`src/rtl/sram_arbiter.sv`:
```
// sram_arbiter: shares one QSPI SRAM controller between the host bridge (H)
// and the Levenshtein engine (E). One byte transaction per req/ack handshake,
// round-robin on ties, and an optional lock that lets the current owner keep
// the SRAM for up to MAX_LOCK back-to-back transactions.
module sram_arbiter #(
    parameter int ADDR_WIDTH = 24,
    parameter int DATA_WIDTH = 8,
    parameter int MAX_LOCK   = 16
) (
    input  logic                  clk,
    input  logic                  rst,

    input  logic                  h_req,
    input  logic                  h_lock,
    input  logic                  h_we,
    input  logic [ADDR_WIDTH-1:0] h_addr,
    input  logic [DATA_WIDTH-1:0] h_wdata,
    output logic                  h_ack,
    output logic [DATA_WIDTH-1:0] h_rdata,

    input  logic                  e_req,
    input  logic                  e_lock,
    input  logic                  e_we,
    input  logic [ADDR_WIDTH-1:0] e_addr,
    input  logic [DATA_WIDTH-1:0] e_wdata,
    output logic                  e_ack,
    output logic [DATA_WIDTH-1:0] e_rdata,

    output logic                  dn_cyc,
    output logic                  dn_we,
    output logic [ADDR_WIDTH-1:0] dn_addr,
    output logic [DATA_WIDTH-1:0] dn_wdata,
    input  logic                  dn_ack,
    input  logic [DATA_WIDTH-1:0] dn_rdata,

    output logic [1:0]            grant
);

    // Port index 0 is the host, 1 is the engine; owner/last hold this index.
    localparam int        NP     = 2;
    localparam logic      PORT_H = 1'b0;
    localparam logic      PORT_E = 1'b1;
    localparam logic [8:0] LOCK_LIMIT = 9'(MAX_LOCK);

    typedef enum logic [1:0] {
        ST_IDLE = 2'd0,
        ST_BUSY = 2'd1,
        ST_HOLD = 2'd2
    } state_t;

    // Per-port views of the requester inputs so the owner can index them.
    logic [NP-1:0]         req;
    logic [NP-1:0]         lock;
    logic [NP-1:0]         we;
    logic [ADDR_WIDTH-1:0] addr  [NP];
    logic [DATA_WIDTH-1:0] wdata [NP];
    logic [NP-1:0]         ack;
    logic [DATA_WIDTH-1:0] rdata [NP];

    assign req[0]   = h_req;
    assign req[1]   = e_req;
    assign lock[0]  = h_lock;
    assign lock[1]  = e_lock;
    assign we[0]    = h_we;
    assign we[1]    = e_we;
    assign addr[0]  = h_addr;
    assign addr[1]  = e_addr;
    assign wdata[0] = h_wdata;
    assign wdata[1] = e_wdata;

    state_t      state_q,    state_d;
    logic        owner_q,    owner_d;
    logic        last_q,     last_d;
    logic [7:0]  lock_cnt_q, lock_cnt_d;
    logic        dn_cyc_q,   dn_cyc_d;
    logic [1:0]  grant_q,    grant_d;

    // True when one more locked transaction still leaves us under the limit.
    logic lock_room;
    assign lock_room = ({1'b0, lock_cnt_q} + 9'd1) < LOCK_LIMIT;

    // Next-state logic: arbitration in IDLE, completion in BUSY, lock wait in HOLD.
    always_comb begin
        state_d    = state_q;
        owner_d    = owner_q;
        last_d     = last_q;
        lock_cnt_d = lock_cnt_q;
        unique case (state_q)
            ST_IDLE: begin
                if (req[0] || req[1]) begin
                    state_d    = ST_BUSY;
                    lock_cnt_d = 8'd0;
                    if (req[0] && req[1]) begin
                        // Tie: whoever did not finish last goes first.
                        owner_d = ~last_q;
                    end else begin
                        owner_d = req[1] ? PORT_E : PORT_H;
                    end
                end
            end
            ST_BUSY: begin
                // The transaction stays open until the controller answers,
                // even if the requester misbehaves and drops req.
                if (dn_ack) begin
                    last_d     = owner_q;
                    lock_cnt_d = lock_cnt_q + 8'd1;
                    if (lock[owner_q] && lock_room) begin
                        state_d = ST_HOLD;
                    end else begin
                        state_d = ST_IDLE;
                    end
                end
            end
            ST_HOLD: begin
                // A fresh request wins even if lock fell in the same cycle.
                if (req[owner_q]) begin
                    state_d = ST_BUSY;
                end else if (!lock[owner_q]) begin
                    state_d = ST_IDLE;
                end
            end
            default: begin
                state_d = ST_IDLE;
            end
        endcase
    end

    // Status outputs follow the next state so they are registered, not decoded.
    always_comb begin
        dn_cyc_d = (state_d == ST_BUSY);
        grant_d  = 2'b00;
        if (state_d != ST_IDLE) begin
            grant_d = (owner_d == PORT_E) ? 2'b10 : 2'b01;
        end
    end

    // State and registered outputs; reset abandons any in-flight transaction.
    always_ff @(posedge clk) begin
        if (rst) begin
            state_q    <= ST_IDLE;
            owner_q    <= PORT_H;
            last_q     <= PORT_E;
            lock_cnt_q <= 8'd0;
            dn_cyc_q   <= 1'b0;
            grant_q    <= 2'b00;
        end else begin
            state_q    <= state_d;
            owner_q    <= owner_d;
            last_q     <= last_d;
            lock_cnt_q <= lock_cnt_d;
            dn_cyc_q   <= dn_cyc_d;
            grant_q    <= grant_d;
        end
    end

    // Downstream command is the owner's inputs, quiet when no cycle is open.
    assign dn_cyc   = dn_cyc_q;
    assign dn_we    = dn_cyc_q & we[owner_q];
    assign dn_addr  = dn_cyc_q ? addr[owner_q]  : '0;
    assign dn_wdata = dn_cyc_q ? wdata[owner_q] : '0;
    assign grant    = grant_q;

    // Zero-latency ack/data return, only to the owner of an open cycle.
    genvar gi;
    generate
        for (gi = 0; gi < NP; gi++) begin : g_port
            assign ack[gi]   = dn_cyc_q && dn_ack && (owner_q == 1'(gi));
            assign rdata[gi] = ack[gi] ? dn_rdata : '0;
        end
    endgenerate

    assign h_ack   = ack[0];
    assign e_ack   = ack[1];
    assign h_rdata = rdata[0];
    assign e_rdata = rdata[1];

endmodule

```
`config.mk`:
```
export PLATFORM = sky130hd
export DESIGN_NAME = sram_arbiter
export DESIGN_NICKNAME = d
export VERILOG_FILES = /design/src/rtl/sram_arbiter.sv
export SDC_FILE = /design/constraint.sdc
export NUM_CORES = 1
export LEC_CHECK = 0
export ABC_CLOCK_PERIOD_IN_PS = 1580
export BUFFER_PORTS_ARGS = -buffer_cell sky130_fd_sc_hd__buf_2
export CORE_MARGIN = 2
export CORE_UTILIZATION = 34
export DETAILED_ROUTE_END_ITERATION = 8
export GPL_TIMING_DRIVEN = 0
export PLACE_DENSITY = 0.86
export SLEW_MARGIN = 10
export SYNTH_ARGS = -nofsm -noshare
export SYNTH_HDL_FRONTEND = slang
export SYNTH_SLANG_ARGS = --single-unit
```
`constraint.sdc`:
```
create_clock -name clk -period 1.58 [get_ports clk]
set_input_delay 0.395 -clock clk [delete_from_list [all_inputs] [get_ports clk]]
set_output_delay 0.395 -clock clk [all_outputs]
set_load 0.05 [all_outputs]
```
==> impl_metrics.tcl <==
set metrics [dict create \
    status "finished, violations left" \
    violations "setup timing" \
    fin_cells 400 \
    leakagePower_nw 1.54 \
    fp.dieW_um 71.1 \
    drt_pass1_iterations 4 \
    p_total_mw 2.09 \
    grtUsageTotal_pct 27.9 \
    synth_top_area_share_pct 23.5 \
    worst_slack_ns -0.267 \
    max_cap_viol_count 0 \
    power_frac_comb_pct 64.8 \
    port_buffers 133 \
    path_class "flip-flop to primary output" \
    pre_cts_ws_ns -0.334 \
    cts_hold_repair.buffers 0 \
    postSynthAreaPerCell_sq_um 7.73 \
    layout-drive-gt1-share_pct 74.9 \
    gp_congestion 0.783 \
    initial_core_util_pct 35.1 \
    seq_power_share_pct 19.6 \
    post-route-drc-count 0 \
    synth-edff-count 0 \
    synth-async-reset-ratio_pct 0 \
    viasPerCell 5.35 \
    dp_cells 383 \
    ys_top_cells_by_area "mux2i_1 24%, dfxtp_1 20%, nor2b_1 13%" \
    worstPathRequired_ns 1.18 \
    slew_violations 0 \
    power.internal_mw 1.21 \
    antenna_left 0 \
    skew_ns 0.00172 \
    clock_sinks 15 \
    netSwitchingPower_mw 0.878 \
    path_max_fanout 6 \
    fin_crit_ns 1.85 \
    clock_latency_ns 0.25 \
    rsz0062_at_grt "yes" \
    clk_pin_slew_ns 0.06 \
    io_pins 135 \
    power_frac_clock_pct 15.6 \
    utilization_pct 84.1 \
    num_rows 24 \
    seq_area_frac_synth_pct 19.6 \
    placed_area_sq_um 2550 \
    synthDistinctLibCells 39 \
    cts_buffers 3 \
    p_per_area_nw_per_um2 570 \
    grt_pass1_vias 2303 \
    clockRootBuffer "clkbuf_8" \
    syn2layout_area_growth_pct 139 \
    core_region_area_sq_um 4350 \
    ys.flop_type "dfxtp_1" \
    relSlewSlack_pct 67.0 \
    design_area_sq_um 3660 \
    clockBufferDepth 2 \
    fmax_mhz 542 \
    routed_wl_um 7400 \
    ir_worst_vdd_uv 433 \
    cts_tree "built" \
    grt_max_degree 11 \
    crit_path_end_kind "primary output" \
    synthesis.area_sq_um 1530 \
    tightest_slew_ns 0.495 \
    via_count 2139 \
    dpl.hpwl_um 4030 \
    nets 429 \
    timing.hold.ws_ns 0.469 \
    grt_first_pass_wirelength_um 11100 \
    htree_levels 1 \
    syn_inst 198 \
    wl_per_cell_um 18.5 \
    initialDrtViolationCount 95 \
    antenna_found_initial 1 \
    swShare_pct 42.1 \
    hold_viol_final 0 \
    die_area_sq_um 5050 \
    hp-class "flip-flop to flip-flop" \
    synth_top_area_cell "mux2i_1" \
    cp-start-kind "flip-flop" \
    cp_data_arrival_time_ns 1.45 \
    min_period_over_period_pct 117 \
    yosys_warnings 0 \
    fin_tns_setup_ns -10.01 \
    setup_viol 51 \
    ys_seq_elements 15 \
    syn_nets 280 \
    fp.dieH_um 71.1 \
    grt-ovfl-total 0 \
]
[Yosys cell counts, drive strengths merged (2+ instances only)]
cell,count
nor3b,2
dfxtp,15
nand2,9
and3,4
inv,4
o22ai,2
nor2b,33
or3b,2
and2,17
clkbuf,7
buf,9
o21ai,7
nor2,15
a31oi,3
xnor2,2
or3,2
nand2b,2
a21oi,11
mux2i,36
[logic make-up (layout without fill, tap and decap cells)]
kind of cell | count (synthesis) | after routing | synth area share, %
other | 0 | 2 | 0
muxes | 36 | 36 | 23.5
AOI/OAI and AO/OA | 31 | 31 | 12.9
adders and majority gates | 1 | 1 | 0.818
buffers and inverters | 20 | 167 | 5.97
xor gates and xnor gates | 2 | 2 | 1.14
and+or+nand+nor | 93 | 94 | 36.0
DFF | 15 | 15 | 19.6
[area by class of cell]
class	count	area, sq um
tap	52	65.1
inverter	4	15.0
sequential	15	308
buffer	13	144
multi-input combinational	164	1840
fill	197	692
clock buffer	4	45.0
timing repair buffer	146	1240
antenna	2	5.00
[flip-flops by register name (all words and copies together), names as in the netlist]
name and flops:
last_q 1, dn_cyc 1, state_q 2, owner_q 1, grant 2, lock_cnt_q 8
[per-layer routing]
metal | share of wire, % | global-route usage, % | vias up
met5 | 0 | 0 | -
met1 | 35 | 31.8 | 995
met3 | 6.6 | 3.85 | 25
met4 | 4.2 | 10.1 | 0
met2 | 55 | 52.6 | 126
li1 | - | - | 993
[repair_timing]
action                     4_1_cts  5_1_grt
setup endpoints to repair       53       53
cloned                           5        0
pin swaps                       13        1
buffers inserted                 9        1
resized for setup              201       31
[worst max-delay path, stage by stage, from the launching register on]
cell and delay [ns]:
dfxtp_4 0.36, buf_12 0.15, buf_12 0.14, buf_6 0.11
mux2i_2 0.14, nor2b_2 0.12, buf_6 0.17
[power by group through the flow]
| stage | sequential, mW | clock, mW | combinational [mW] |
|---|---|---|---|
| floorplan | 0.438 | 0 | 0.651 |
| global placement | 0.415 | 0 | 0.886 |
| detailed placement | 0.414 | 0 | 0.901 |
| CTS | 0.407 | 0.323 | 1.29 |
| global route | 0.413 | 0.341 | 1.40 |
| finish | 0.410 | 0.326 | 1.35 |
[layout by cell type, fill, tap and decap left out, drive strengths merged, types with 2 or more instances in the layout]
master / synthesis / final
a21oi: 11 / 11
a31oi: 3 / 3
and2: 17 / 17
and3: 4 / 4
buf: 9 / 155
clkbuf: 7 / 8
dfxtp: 15 / 15
diode: 0 / 2
inv: 4 / 4
mux2i: 36 / 36
nand2: 9 / 9
nand2b: 2 / 2
nor2: 15 / 16
nor2b: 33 / 33
nor3b: 2 / 2
o21ai: 7 / 7
o22ai: 2 / 2
or3: 2 / 2
or3b: 2 / 2
xnor2: 2 / 2
[final timing paths]
kind	from	slack [ns]	end	cells past startpoint
hold reg to reg	lock_cnt_q[1]	0.47	lock_cnt_q[1]	2
hold / removal	lock_cnt_q[1]	0.47	lock_cnt_q[1]	2
setup / recovery	owner_q	-0.27	dn_wdata[7]	6
setup reg to reg	owner_q	0.08	grant[0]	7
Note: power is estimated with default switching activity, not from simulation.
